[src/rtl/mcs4_axi_pkg.sv]
// Shared AXI4 types and helpers for the mcs4 AXI burst initiator.
package mcs4_axi_pkg;

  typedef enum logic [1:0] {
    RESP_OKAY   = 2'b00,
    RESP_EXOKAY = 2'b01,
    RESP_SLVERR = 2'b10,
    RESP_DECERR = 2'b11
  } axi_resp_e;

  typedef enum logic [1:0] {
    BURST_FIXED = 2'b00,
    BURST_INCR  = 2'b01,
    BURST_WRAP  = 2'b10
  } axi_burst_e;

  typedef enum logic [2:0] {
    ST_IDLE,
    ST_AW,
    ST_W,
    ST_B,
    ST_AR,
    ST_R
  } master_state_e;

  // Severity order matches the numeric encoding, so the worst response is the max.
  function automatic axi_resp_e resp_max(input axi_resp_e a, input axi_resp_e b);
    return (b > a) ? b : a;
  endfunction

endpackage

[src/rtl/mcs4_axi_master.sv]
// Single-outstanding AXI4 burst initiator: command in, write/read beat streams
// passed through to the W/R channels, one-cycle done pulse with worst response.
module mcs4_axi_master
  import mcs4_axi_pkg::*;
#(
  parameter int ADDR_WIDTH = 14,
  parameter int DATA_WIDTH = 32,
  parameter int ID_WIDTH   = 1
) (
  input  logic                    clk,
  input  logic                    rst,
  input  logic                    cmd_valid,
  output logic                    cmd_ready,
  input  logic                    cmd_write,
  input  logic [ADDR_WIDTH-1:0]   cmd_addr,
  input  logic [7:0]              cmd_len,
  input  logic [DATA_WIDTH-1:0]   wr_data,
  input  logic [DATA_WIDTH/8-1:0] wr_strb,
  input  logic                    wr_valid,
  output logic                    wr_ready,
  output logic [DATA_WIDTH-1:0]   rd_data,
  output logic                    rd_last,
  output logic                    rd_valid,
  input  logic                    rd_ready,
  output logic                    done,
  output logic [1:0]              done_resp,
  output logic                    done_err,
  output logic [ID_WIDTH-1:0]     m_axi_awid,
  output logic [ADDR_WIDTH-1:0]   m_axi_awaddr,
  output logic [7:0]              m_axi_awlen,
  output logic [2:0]              m_axi_awsize,
  output logic [1:0]              m_axi_awburst,
  output logic                    m_axi_awlock,
  output logic [3:0]              m_axi_awcache,
  output logic [2:0]              m_axi_awprot,
  output logic [3:0]              m_axi_awqos,
  output logic [3:0]              m_axi_awregion,
  output logic                    m_axi_awuser,
  output logic                    m_axi_awvalid,
  input  logic                    m_axi_awready,
  output logic [DATA_WIDTH-1:0]   m_axi_wdata,
  output logic [DATA_WIDTH/8-1:0] m_axi_wstrb,
  output logic                    m_axi_wlast,
  output logic                    m_axi_wuser,
  output logic                    m_axi_wvalid,
  input  logic                    m_axi_wready,
  input  logic [ID_WIDTH-1:0]     m_axi_bid,
  input  logic [1:0]              m_axi_bresp,
  input  logic                    m_axi_bvalid,
  output logic                    m_axi_bready,
  output logic [ID_WIDTH-1:0]     m_axi_arid,
  output logic [ADDR_WIDTH-1:0]   m_axi_araddr,
  output logic [7:0]              m_axi_arlen,
  output logic [2:0]              m_axi_arsize,
  output logic [1:0]              m_axi_arburst,
  output logic                    m_axi_arlock,
  output logic [3:0]              m_axi_arcache,
  output logic [2:0]              m_axi_arprot,
  output logic [3:0]              m_axi_arqos,
  output logic [3:0]              m_axi_arregion,
  output logic                    m_axi_aruser,
  output logic                    m_axi_arvalid,
  input  logic                    m_axi_arready,
  input  logic [ID_WIDTH-1:0]     m_axi_rid,
  input  logic [DATA_WIDTH-1:0]   m_axi_rdata,
  input  logic [1:0]              m_axi_rresp,
  input  logic                    m_axi_rlast,
  input  logic                    m_axi_rvalid,
  output logic                    m_axi_rready
);

  localparam logic [2:0] AXI_SIZE = 3'($clog2(DATA_WIDTH / 8));

  master_state_e         state, state_next;
  logic [ADDR_WIDTH-1:0] addr_q;
  logic [7:0]            len_q;
  logic [7:0]            beat_cnt;
  axi_resp_e             resp_acc;
  logic                  err_q;
  logic                  done_q;
  axi_resp_e             done_resp_q;
  logic                  done_err_q;

  logic                  cmd_ready_c;
  logic                  w_hs;
  logic                  r_hs;
  axi_resp_e             r_resp_fold;
  logic                  r_err_next;
  logic                  unused_ids;

  assign unused_ids = ^{m_axi_bid, m_axi_rid};

  assign m_axi_awid     = '0;
  assign m_axi_awaddr   = addr_q;
  assign m_axi_awlen    = len_q;
  assign m_axi_awsize   = AXI_SIZE;
  assign m_axi_awburst  = BURST_INCR;
  assign m_axi_awlock   = 1'b0;
  assign m_axi_awcache  = '0;
  assign m_axi_awprot   = '0;
  assign m_axi_awqos    = '0;
  assign m_axi_awregion = '0;
  assign m_axi_awuser   = 1'b0;
  assign m_axi_wdata    = wr_data;
  assign m_axi_wstrb    = wr_strb;
  assign m_axi_wuser    = 1'b0;
  assign m_axi_arid     = '0;
  assign m_axi_araddr   = addr_q;
  assign m_axi_arlen    = len_q;
  assign m_axi_arsize   = AXI_SIZE;
  assign m_axi_arburst  = BURST_INCR;
  assign m_axi_arlock   = 1'b0;
  assign m_axi_arcache  = '0;
  assign m_axi_arprot   = '0;
  assign m_axi_arqos    = '0;
  assign m_axi_arregion = '0;
  assign m_axi_aruser   = 1'b0;
  assign rd_data        = m_axi_rdata;
  assign rd_last        = m_axi_rlast;

  // cmd_ready is gated by rst so it stays low for the whole reset interval.
  assign cmd_ready = cmd_ready_c && !rst;
  assign done      = done_q;
  assign done_resp = done_resp_q;
  assign done_err  = done_err_q;

  assign w_hs        = (state == ST_W) && wr_valid && m_axi_wready;
  assign r_hs        = (state == ST_R) && m_axi_rvalid && rd_ready;
  assign r_resp_fold = resp_max(resp_acc, axi_resp_e'(m_axi_rresp));
  // Early rlast, or a beat at/after len without rlast, marks a count mismatch.
  assign r_err_next  = err_q
                     | (m_axi_rlast && (beat_cnt != len_q))
                     | (!m_axi_rlast && (beat_cnt >= len_q));

  always_comb begin
    state_next    = state;
    cmd_ready_c   = 1'b0;
    m_axi_awvalid = 1'b0;
    m_axi_arvalid = 1'b0;
    m_axi_wvalid  = 1'b0;
    m_axi_wlast   = 1'b0;
    wr_ready      = 1'b0;
    m_axi_bready  = 1'b0;
    m_axi_rready  = 1'b0;
    rd_valid      = 1'b0;
    case (state)
      ST_IDLE: begin
        cmd_ready_c = 1'b1;
        if (cmd_valid) state_next = cmd_write ? ST_AW : ST_AR;
      end
      ST_AW: begin
        m_axi_awvalid = 1'b1;
        if (m_axi_awready) state_next = ST_W;
      end
      ST_W: begin
        m_axi_wvalid = wr_valid;
        wr_ready     = m_axi_wready;
        m_axi_wlast  = (beat_cnt == len_q);
        if (w_hs && (beat_cnt == len_q)) state_next = ST_B;
      end
      ST_B: begin
        m_axi_bready = 1'b1;
        if (m_axi_bvalid) state_next = ST_IDLE;
      end
      ST_AR: begin
        m_axi_arvalid = 1'b1;
        if (m_axi_arready) state_next = ST_R;
      end
      ST_R: begin
        rd_valid     = m_axi_rvalid;
        m_axi_rready = rd_ready;
        if (r_hs && m_axi_rlast) state_next = ST_IDLE;
      end
      default: state_next = ST_IDLE;
    endcase
  end

  always_ff @(posedge clk) begin
    if (rst) begin
      state       <= ST_IDLE;
      addr_q      <= '0;
      len_q       <= '0;
      beat_cnt    <= '0;
      resp_acc    <= RESP_OKAY;
      err_q       <= 1'b0;
      done_q      <= 1'b0;
      done_resp_q <= RESP_OKAY;
      done_err_q  <= 1'b0;
    end else begin
      state  <= state_next;
      done_q <= 1'b0;
      case (state)
        ST_IDLE: begin
          if (cmd_valid) begin
            addr_q   <= cmd_addr;
            len_q    <= cmd_len;
            beat_cnt <= '0;
            resp_acc <= RESP_OKAY;
            err_q    <= 1'b0;
          end
        end
        ST_W: begin
          if (w_hs) beat_cnt <= beat_cnt + 8'd1;
        end
        ST_B: begin
          if (m_axi_bvalid) begin
            done_q      <= 1'b1;
            done_resp_q <= resp_max(resp_acc, axi_resp_e'(m_axi_bresp));
            done_err_q  <= 1'b0;
          end
        end
        ST_R: begin
          if (r_hs) begin
            beat_cnt <= beat_cnt + 8'd1;
            resp_acc <= r_resp_fold;
            err_q    <= r_err_next;
            if (m_axi_rlast) begin
              done_q      <= 1'b1;
              done_resp_q <= r_resp_fold;
              done_err_q  <= r_err_next;
            end
          end
        end
        default: ;
      endcase
    end
  end

endmodule

[config.mk]
export PLATFORM = sky130hd
export DESIGN_NAME = mcs4_axi_master
export DESIGN_NICKNAME = d
export VERILOG_FILES = /design/src/rtl/mcs4_axi_pkg.sv /design/src/rtl/mcs4_axi_master.sv
export SDC_FILE = /design/constraint.sdc
export NUM_CORES = 1
export LEC_CHECK = 0
export BUFFER_PORTS_ARGS = -buffer_cell sky130_fd_sc_hd__buf_2
export CAP_MARGIN = 20
export CORE_AREA = 2 2 109 111
export DETAILED_ROUTE_END_ITERATION = 8
export DIE_AREA = 0 0 111 113
export MAX_ROUTING_LAYER = met4
export SLEW_MARGIN = 20
export SYNTH_ARGS = -nofsm -noshare
export SYNTH_HDL_FRONTEND = slang
export SYNTH_SLANG_ARGS = --single-unit
[constraint.sdc]
create_clock -name clk -period 2.6 [get_ports clk]
set_input_delay 0.39 -clock clk [delete_from_list [all_inputs] [get_ports clk]]
set_output_delay 0.39 -clock clk [all_outputs]
set_load 0.02 [all_outputs]
==> key figures, run 1 <==
Timing
  – Max Slew Vio Count: 0
  – Hold Fails Final Rpt: 0
  – Final setup skew: 0.005189 ns
  – RSZ-0062 raised after global routing: false
  – Slew margin rel.: 54.50%
  – Final setup fails: 0
  – Hold Slack: 0.3437 ns
  – F_max: roughly 440 MHz
  – Final worst path period need: 2.263 ns
  – Period utilization: 87.02%
  – Setup TNS: 0 ns
  – Worst Tran Pin Value: around 0.68 ns

GRT
  – Number of global-route vias before repair: 2353
  – Largest net degree at the start of global routing: 29
  – Gr usage total: 11.72%
  – First-pass GRT wire length: 11720 um
  – Initial antenna violation count: 0
  – Total grt overflow: 0

Synthesis
  – Synth Area per Inst: 7.816 sq um
  – Sequential share of the synthesized area: 24.51%
  – Synth Area in Simple Gates: between 10% and 20%
  – Mux cell area share after synthesis: 1.838%
  – Post-synth ARST share: 0%
  – Synth unique cells: 49
  – Xor-xnor portion of the synthesized cell area: 0%
  – Post-synthesis adder-cell area fraction: 5.745%
  – Yosys reg bits: 40
  – Mapped Cells: 418
  – Mapped cell area: 3267 sq um
  – Main combinational cell family by area after synthesis: buffers and inverters
  – Main synth FF type: dfxtp_1
  – Number of flops mapped to enable cells by yosys: 0
  – Compound-Gate Fraction of Synth Area: 12.64%
  – Yosys warning total: 0

Detailed routing
  – Drt first pass iters: 4
  – Wire length on met1: approximately 3000 um
  – Top Metal Used: met4
  – Met3 WL: 715 um
  – # DRC: 0
  – WL final: around 7300 um
  – DR iter-0 viols: 78
  – Via count: 2477
  – Wirelength per Cell: 13.11 um
  – WL met2: 3450 um
  – Final ANT Viol Nets: 0
  – Vias per inst: roughly 4.4

Floorplan
  – Die area: roughly 13000 sq um
  – Die Span Y: around 110 um
  – Row cnt: 39
  – Initial core utilization: ~29%
  – Top Ports: 281
  – Placeable Area: 11270 sq um
  – Chip width: 111 um

CTS
  – H-tree depth: 2
  – # hold bufs at CTS: 0
  – Total clock sinks: 40
  – Clock buffer depth: 2
  – CTS Buf Count: 5
  – Worst-path clk slew: around 0.06 ns
  – Post_cts resized: 0
  – Postcts setup bufs: 0
  – CTS tree: built
  – Clk_lat worst skew: 0.28 ns
  – CTS root buf: clkbuf_16

Final layout
  – Design Area, Final: 3187 sq um
  – ANT cells: 0
  – Filler Cell Count: 1220
  – Nets: 539
  – Area added between synthesis and finish: -2.451%
  – Share of layout cells above drive strength 1: 26.62%

Run status
  – Outcome: completed

Placement
  – Placed cell area: 3004 sq um
  – GP Congestion: 0.7540
  – DPL Wire Length: 5684 um
  – Port Buffer Count: 95

Worst setup path
  – CP endpoint kind: primary output
  – Critical path class: flop to primary output
  – Crit path arrival time: 1.87 ns
  – CP startpoint kind: flop
  – CP max-delay cell: dfxtp_1
  – Worst path cell trace: and3b_1 > and2_1 > buf_2
  – WP data required: 2.21 ns
  – Worst-path maximum fanout: 19
  – Largest stage delay on the critical path: between 0.7 and 0.8 ns

Power
  – Total Power: 2.659 mW
  – Cell Pwr Density: 834.4 nW/um^2
  – Worst IR drop on VDD: roughly 320 uV
  – P_leak: 1.563 nW

Run
  – Max-Cap Viols: 0

Hold path
  – Hold/Removal Path Class: primary input to flop
## through the flow
step                      worst slack (ns)  util, %  cells
final                               0.3375    28.27    560
after global routing                0.2103    28.27    560
after CTS                           0.3085    28.27    560
after detailed placement            0.5330    26.65    552
after global placement              0.5653    26.65    552
after floorplan                     0.7127        -    463
## critical path, delay by kind of cell, from the launching register on
kind / cells / cell delay, ns
DFF: 1 / 0.76
and+or+nand+nor: 2 / 0.67
buffers and inverters: 1 / 0.16
## path summary, 6_finish.rpt
path / from / endpoint / slack, ns / cells after the start
worst min register to register: m_axi_araddr[13]$_SDFFE_PP0P_ / m_axi_araddr[13]$_SDFFE_PP0P_ / 0.46 / 2
worst max-delay path: state[2]$_SDFFE_PP0P_ / m_axi_rready / 0.34 / 3
worst min-delay path: cmd_addr[5] / m_axi_araddr[5]$_SDFFE_PP0P_ / 0.34 / 3
worst max register to register: state[2]$_SDFFE_PP0P_ / beat_cnt[4]$_SDFFE_PP0P_ / 0.50 / 4
## placed cells by master (no fill, tap or decap), types with 4 or more instances in the layout
cell	netlist	routed
a21oi_1	35	35
and2_1	7	7
buf_2	7	95
buf_4	138	4
clkbuf_16	0	5
conb_1	2	47
dfxtp_1	40	40
ha_1	15	15
inv_1	18	18
mux2i_1	6	6
nand2_1	55	55
nand3_1	5	5
nand3b_1	6	6
nand4_1	4	4
nor2_1	9	9
nor3_1	7	7
o21ai_0	7	7
o31ai_1	4	4
## area by class of cell
class	instances	area, sq um	share of cell area, %
tap	143	178.9	5.614
clock buffer	7	152.6	4.790
timing repair buffer	99	505.5	15.86
clock inverter	1	30.03	0.9423
sequential	40	800.8	25.13
inverter	18	67.56	2.120
multi-input combinational	252	1451	45.54
## sequential cells by signal (all words and copies together), names as in the netlist
signal	count
resp_acc	2
done_err	1
m_axi_arlen	8
state	3
done_resp	2
beat_cnt	8
m_axi_araddr	14
err_q	1
done	1
## routing by layer
layer,GRT usage [%],vias up
met5,-,-
met4,3.833,0
met3,3.642,27
met2,19.06,128
met1,13.88,1117
li1,-,1205
## cells in the mapped netlist, types with 6 or more instances
| cell type | n | share of area, % |
|---|---|---|
| o21ai_0 | 7 | 1.1 |
| inv_1 | 18 | 2.1 |
| and2_1 | 7 | 1.3 |
| nand2_1 | 55 | 6.3 |
| buf_2 | 7 | 1.1 |
| nor2_1 | 9 | 1.0 |
| a21oi_1 | 35 | 5.4 |
| dfxtp_1 | 40 | 25 |
| mux2i_1 | 6 | 1.8 |
| buf_4 | 138 | 32 |
| nand3b_1 | 6 | 1.4 |
| ha_1 | 15 | 5.7 |
| clkbuf_1 | 6 | 0.69 |
| nor3_1 | 7 | 1.1 |
## cells by family after synthesis
| group | after synthesis |
|---|---|
| buf+inv | 171 |
| simple gates | 117 |
| compound gates | 67 |
| flops | 40 |
| fa+ha+maj | 15 |
| mux | 6 |
| other cells | 2 |
## where the power goes
| part | total, mW | internal (mW) | switching, mW |
|---|---|---|---|
| Sequential | 0.843 | 0.706 | 0.137 |
| Clock | 0.751 | 0.506 | 0.246 |
| Combinational | 1.06 | 0.356 | 0.709 |
| Total | 2.66 | 1.57 | 1.09 |
Note: power is estimated with default switching activity, not from simulation.
==> run 2: changes to the inputs <==
Settings changed: PLACE_DENSITY set to 0.7.
==> run 2 against run 1 <==
Compared with the run above: flip-flop and latch count is the same; routed wire length increased by 0.68%; worst hold slack better by 0.0060 ns; combinational power rose by 4%; die area unchanged; final cell count rose by 0.36%; clock skew down 0.0019 ns; first-iteration DRC count is 9.0% lower; via count fell by 1.9%.
==> key figures, run 2 (synthesis results as in run 1) <==
Run status
  – Outcome: completed (unchanged)

Power
  – Clock Power Share: 31.6% (was 28.2%)
  – Comb pwr share: 38.9% (was 40.0%)
  – P_leak: 1.587 nW (was 1.563 nW)
  – Switching fraction of total power: 38.75% (was 41.06%)
  – Sequential power share: 29.5% (was 31.7%)
  – Pint: 1.724 mW (was 1.567 mW)
  – Switch Pwr: 1.091 mW (was 1.092 mW)
  – Cell Pwr Density: 870.5 nW/um^2 (was 834.4 nW/um^2)
  – Worst IR drop on VDD: 320.2 uV (was 318.9 uV)

Final layout
  – Largest register FFs: 14 (unchanged)
  – Commonest non-fill, non-tap cell in the layout: buf_2 (unchanged)
  – Share of layout cells above drive strength 1: 26.97% (was 26.62%)
  – Nets: 541 (was 539)
  – Post-layout util: 28.69% (was 28.27%)
  – Area added between synthesis and finish: -0.9958% (was -2.451%)
  – Fin cells: 562 (was 560)
  – Most frequent cells in the layout: 95 x buf_2, 55 x nand2_1, 47 x conb_1, 40 x dfxtp_1, 35 x a21oi_1 (unchanged)
  – ANT cells: 0 (unchanged)
  – Filler Cell Count: 1247 (was 1220)

Floorplan
  – Die area: 12540 sq um (unchanged)
  – Top Ports: 281 (unchanged)
  – Chip width: 111 um (unchanged)
  – Row cnt: 39 (unchanged)
  – Initial core utilization: 28.98% (unchanged)
  – Die Span Y: 113 um (unchanged)
  – Placeable Area: 11270 sq um (unchanged)

Placement
  – GP Congestion: 0.8171 (was 0.7540)
  – Port Buffer Count: 95 (unchanged)
  – DPL Wire Length: 5837 um (was 5684 um)
  – DP Cell Count: 554 (was 552)
  – Pre-CTS setup slack: 0.6136 ns (was 0.5330 ns)

Timing
  – Hold Slack: 0.3496 ns (was 0.3437 ns)
  – Final setup skew: 0.003258 ns (was 0.005189 ns)
  – Worst Tran Pin Value: 0.5594 ns (was 0.6816 ns)
  – Slew margin rel.: 62.66% (was 54.50%)
  – Hold Fails Final Rpt: 0 (unchanged)
  – Final worst path period need: 2.248 ns (was 2.263 ns)
  – Setup TNS: 0 ns (unchanged)
  – RSZ-0062 raised after global routing: false (unchanged)
  – Max Slew Vio Count: 0 (unchanged)
  – F_max: 444.8 MHz (was 442.0 MHz)
  – Final setup fails: 0 (unchanged)
  – Period utilization: 86.46% (was 87.02%)
  – Final setup margin: 0.3520 ns (was 0.3375 ns)

GRT
  – Initial antenna violation count: 0 (unchanged)
  – Largest net degree at the start of global routing: 29 (unchanged)
  – Number of global-route vias before repair: 2183 (was 2353)
  – Total grt overflow: 0 (unchanged)
  – Gr usage total: 11.50% (was 11.72%)
  – First-pass GRT wire length: 11330 um (was 11720 um)

Worst setup path
  – Critical path class: flop to primary output (unchanged)
  – Crit path arrival time: 1.86 ns (was 1.87 ns)
  – Reg2Reg Setup Slack: 0.62 ns (was 0.50 ns)
  – Worst path cell trace: or3b_2 > nor3_1 > buf_2 (was and3b_1 > and2_1 > buf_2)
  – Reg-to-reg endpoint: beat_cnt[4]$_SDFFE_PP0P_ (unchanged)
  – WP data required: 2.21 ns (about the same)
  – CP endpoint: m_axi_wlast (was m_axi_rready)
  – Worst Setup SP: state[1]$_SDFFE_PP0P_ (was state[2]$_SDFFE_PP0P_)
  – Largest stage delay on the critical path: 0.62 ns (was 0.76 ns)
  – Worst R2R Start: state[0]$_SDFFE_PP0P_ (was state[2]$_SDFFE_PP0P_)
  – CP startpoint kind: flop (unchanged)
  – CP delay by family, top: simple AND/OR/NAND/NOR gates (was flip-flops)
  – CP endpoint kind: primary output (unchanged)
  – Worst path depth: 3 (unchanged)
  – CP max-delay cell: dfxtp_1 (unchanged)
  – Crit path buffers/inverters: 1 (unchanged)
  – Worst Reg-to-Reg Cells: 4 (unchanged)
  – Worst-path maximum fanout: 14 (was 19)

CTS
  – Postcts setup bufs: 0 (unchanged)
  – H-tree depth: 2 (unchanged)
  – Worst-path clk slew: 0.06 ns (about the same)
  – CTS Buf Count: 5 (unchanged)
  – Clk_lat worst skew: 0.27 ns (was 0.28 ns)
  – CTS root buf: clkbuf_16 (unchanged)
  – Clock buffer depth: 2 (unchanged)
  – Post_cts resized: 0 (unchanged)
  – # hold bufs at CTS: 0 (unchanged)
  – CTS tree: built (unchanged)
  – Total clock sinks: 40 (unchanged)

Detailed routing
  – # DRC: 0 (unchanged)
  – Via count: 2431 (was 2477)
  – Wirelength per Cell: 13.15 um (was 13.11 um)
  – Drt first pass iters: 6 (was 4)
  – WL final: 7392 um (was 7342 um)
  – Final ANT Viol Nets: 0 (unchanged)
  – Vias per inst: 4.326 (was 4.423)
  – DR iter-0 viols: 71 (was 78)

Hold path
  – Hold/Removal Path Class: primary input to flop (unchanged)

Run
  – Max-Cap Viols: 0 (unchanged)
-- run 2: cell types whose count changed in the layout (fill, tap and decap cells not counted) --
| cell | change |
|---|---|
| buf_4 | +2 |
| bufinv_16 | +2 |
| clkbuf_8 | -2 |
-- run 2: power groups by stage --
stage                     clock (mW)  sequential [mW]  combinational (mW)
after floorplan                    0            0.870                1.04
after global placement             0            0.841                1.09
after detailed placement           0            0.846                1.11
after CTS                      0.925            0.832                1.11
after global routing           0.945            0.849                1.20
final                          0.889            0.831                1.10
-- run 2: area by class of cell --
type	instances	area [sq um]	share of cell area, %
Clock buffer	5	125.1	3.868
Timing Repair Buffer	101	520.5	16.09
Tap cell	143	178.9	5.532
Clock inverter	3	90.09	2.785
Sequential cell	40	800.8	24.76
Inverter	18	67.56	2.089
Multi-Input combinational cell	252	1451	44.87
-- run 2: how the worst min path moves through the flow --
stage,to,cells after the start,startpoint
final,m_axi_araddr[7]$_SDFFE_PP0P_,3,cmd_addr[7]
after global routing,m_axi_araddr[4]$_SDFFE_PP0P_,3,cmd_addr[4]
after CTS,m_axi_arlen[4]$_SDFFE_PP0P_,3,cmd_len[4]
after detailed placement,m_axi_araddr[9]$_SDFFE_PP0P_,2,m_axi_araddr[9]$_SDFFE_PP0P_
after global placement,m_axi_araddr[2]$_SDFFE_PP0P_,2,m_axi_araddr[2]$_SDFFE_PP0P_
after floorplan,beat_cnt[7]$_SDFFE_PP0P_,2,beat_cnt[7]$_SDFFE_PP0P_
-- run 2: routing by layer --
| metal | up-vias | part of all wire (%) | routed length [um] | GRT usage, % |
|---|---|---|---|---|
| li1 | 1210 | - | - | - |
| met1 | 1080 | 44 | 3236 | 13.18 |
| met2 | 113 | 45 | 3332 | 18.53 |
| met3 | 28 | 7.6 | 561 | 3.267 |
| met4 | 0 | 3.6 | 263 | 5.750 |
| met5 | - | 0 | 0 | - |
-- run 2: stage by stage --
stage	area [sq um]	total power [mW]
after global routing	3234	2.994
after detailed placement	3019	1.952
after global placement	3019	1.932
final	3234	2.816
after floorplan	3436	1.909
after CTS	3234	2.866
-- run 2: worst reg2reg max path: cells and delay by family, from the launching register on --
kind             cells  cell delay [ns]
flip-flops           1             0.67
AND/OR/NAND/NOR      2             0.73
AO/OA/AOI/OAI        2             0.50
==> run 3: changes to the inputs <==
Settings changed: CORE_AREA 2 2 109 111 to 2 2 110 112, DIE_AREA 0 0 111 113 to 0 0 112 114, PLACE_DENSITY 0.7 to 0.69.
Clock period 2.6 ns to 2.5 ns, I/O delays scaled along.
==> run 3 against run 2 <==
Compared with the run above: routed wire length down 4.0%; via count is 0.66% lower; non-clock buffer count decreased by 2; power shrank 2.1%; largest cell class unchanged; critical path type unchanged; clock skew rose by 0.0037 ns; first-iteration DRC count is 1.4% higher; register-to-register slack lost 0.22 ns.
==> key figures, run 3 (synthesis results as in run 1) <==
Placement
  – GP Congestion: 0.7805 (was 0.8171)
  – DP Cell Count: 556 (was 554)
  – Pre-CTS setup slack: 0.4350 ns (was 0.6136 ns)
  – DPL Wire Length: 5426 um (was 5837 um)
  – Placed cell area: 3009 sq um (was 3019 sq um)
  – Port Buffer Count: 95 (unchanged)

Final layout
  – Area added between synthesis and finish: -2.298% (was -0.9958%)
  – Share of layout cells above drive strength 1: 26.62% (was 26.97%)
  – Fin cells: 564 (was 562)
  – Multi-input gate area: 1451 sq um (unchanged)
  – Filler Cell Count: 1313 (was 1247)
  – Commonest non-fill, non-tap cell in the layout: buf_2 (unchanged)
  – ANT cells: 0 (unchanged)
  – Largest register FFs: 14 (unchanged)
  – Most frequent cells in the layout: 95 x buf_2, 55 x nand2_1, 47 x conb_1, 40 x dfxtp_1, 35 x a21oi_1 (unchanged)
  – Storage cell area: 800.8 sq um (unchanged)
  – Nets: 539 (was 541)
  – Design Area, Final: 3192 sq um (was 3234 sq um)

Floorplan
  – Placeable Area: 11710 sq um (was 11270 sq um)
  – Initial core utilization: 27.90% (was 28.98%)
  – Chip width: 112 um (was 111 um)
  – Row cnt: 40 (was 39)
  – Top Ports: 281 (unchanged)
  – Die area: 12770 sq um (was 12540 sq um)
  – Die Span Y: 114 um (was 113 um)

Timing
  – Period utilization: between 90% and 100%
  – Final setup margin: 0.2401 ns (was 0.3520 ns)
  – Final setup fails: 0 (unchanged)
  – Worst Tran Pin Value: 0.6903 ns (was 0.5594 ns)
  – Hold Fails Final Rpt: 0 (unchanged)
  – F_max: 442.5 MHz
  – Final setup skew: 0.006949 ns (was 0.003258 ns)
  – Final worst path period need: roughly 2.3 ns
  – Hold Slack: 0.3260 ns (was 0.3496 ns)
  – Setup TNS: 0 ns (unchanged)
  – RSZ-0062 raised after global routing: false (unchanged)
  – Slew margin rel.: 53.92% (was 62.66%)
  – Max Slew Vio Count: 0 (unchanged)

Worst setup path
  – CP endpoint kind: primary output (unchanged)
  – Crit path buffers/inverters: 1 (unchanged)
  – Crit path arrival time: 1.88 ns (was 1.86 ns)
  – CP max-delay cell: dfxtp_1 (unchanged)
  – Largest stage delay on the critical path: 0.76 ns (was 0.62 ns)
  – CP delay by family, top: flip-flops (was simple AND/OR/NAND/NOR gates)
  – CP startpoint kind: flop (unchanged)
  – Worst path depth: 3 (unchanged)
  – Worst path cell trace: and3b_1 > and2_1 > buf_2 (was or3b_2 > nor3_1 > buf_2)
  – Worst Reg-to-Reg Cells: 4 (unchanged)
  – Critical path class: flop to primary output (unchanged)
  – WP data required: 2.12 ns (was 2.21 ns)
  – Worst-path maximum fanout: 19 (was 14)

CTS
  – # hold bufs at CTS: 0 (unchanged)
  – H-tree depth: 2 (unchanged)
  – Clock buffer depth: 2 (unchanged)
  – Post_cts resized: 0 (unchanged)
  – Total clock sinks: 40 (unchanged)
  – Worst-path clk slew: 0.06 ns (about the same)
  – Clk_lat worst skew: 0.28 ns (was 0.27 ns)
  – Postcts setup bufs: 0 (unchanged)
  – CTS root buf: clkbuf_16 (unchanged)
  – CTS Buf Count: 5 (unchanged)
  – CTS tree: built (unchanged)

Detailed routing
  – Vias per inst: 4.282 (was 4.326)
  – Via count: 2415 (was 2431)
  – WL final: 7095 um (was 7392 um)
  – # DRC: 0 (unchanged)
  – Wirelength per Cell: 12.58 um (was 13.15 um)
  – DR iter-0 viols: 72 (was 71)
  – Drt first pass iters: 4 (was 6)
  – Final ANT Viol Nets: 0 (unchanged)

Hold path
  – Hold Path Stages: 3 (unchanged)
  – Hold/Removal Path Class: primary input to flop (unchanged)

Power
  – Clock Power Share: 28.3% (was 31.6%)
  – Comb pwr share: 39.8% (was 38.9%)
  – Switch Pwr: 1.128 mW (was 1.091 mW)
  – Pint: 1.629 mW (was 1.724 mW)
  – Sequential power share: 31.9% (was 29.5%)
  – Switching fraction of total power: 40.90% (was 38.75%)
  – Worst IR drop on VDD: 407.0 uV (was 320.2 uV)
  – Cell Pwr Density: 863.7 nW/um^2 (was 870.5 nW/um^2)
  – P_leak: 1.563 nW (was 1.587 nW)

GRT
  – First-pass GRT wire length: 10900 um (was 11330 um)
  – Number of global-route vias before repair: 2075 (was 2183)
  – Gr usage total: 11.13% (was 11.50%)
  – Total grt overflow: 0 (unchanged)
  – Largest net degree at the start of global routing: 29 (unchanged)
  – Initial antenna violation count: 0 (unchanged)

Run
  – Max-Cap Viols: 0 (unchanged)

Run status
  – Outcome: completed (unchanged)
-- run 3: cell type report --
type,instances,area share (%)
clock inverters,1,0.9408
flip-flops and latches,40,25.09
multi-input cells,252,45.47
inverters,18,2.117
well taps,147,5.762
clock buffers,7,4.782
repair buffers,99,15.84
-- run 3: final timing paths --
check	startpoint	to	slack [ns]
hold reg to reg	m_axi_araddr[1]$_SDFFE_PP0P_	m_axi_araddr[1]$_SDFFE_PP0P_	0.46
setup reg to reg	state[2]$_SDFFE_PP0P_	beat_cnt[4]$_SDFFE_PP0P_	0.40
hold / removal	cmd_addr[1]	m_axi_araddr[1]$_SDFFE_PP0P_	0.33
setup / recovery	state[2]$_SDFFE_PP0P_	rd_valid	0.24
-- run 3: routing by layer --
metal | share of wire (%) | global-route usage (%) | wire length (um) | vias to the layer above
met5 | 0 | - | 0 | -
met4 | 3.7 | 6.098 | 259 | 0
met3 | 6.7 | 2.550 | 478 | 36
met2 | 44 | 16.53 | 3096 | 102
met1 | 46 | 14.04 | 3261 | 1068
li1 | - | - | - | 1209
-- run 3: worst register-to-register path, cell delays in order (launching register included) --
cell      delay [ns]
dfxtp_1         0.76
nand3b_4        0.22
o32a_1          0.36
or4_1           0.55
a21oi_1         0.15
-- run 3: power by group through the flow --
stage | registers, mW | logic, mW | clock network [mW]
3_3_place_gp | 0.890 | 1.10 | 0
6_report | 0.880 | 1.10 | 0.780
5_1_grt | 0.902 | 1.22 | 0.827
3_5_place_dp | 0.895 | 1.11 | 0
4_1_cts | 0.881 | 1.11 | 0.808
2_1_floorplan | 0.905 | 1.08 | 0
-- run 3: metrics by stage --
| stage | util, % | power (mW) |
|---|---|---|
| 5_1_grt | 27.25 | 2.949 |
| 3_3_place_gp | 25.69 | 1.992 |
| 4_1_cts | 27.25 | 2.802 |
| 2_1_floorplan | - | 1.986 |
| 6_report | 27.25 | 2.757 |
| 3_5_place_dp | 25.69 | 2.006 |
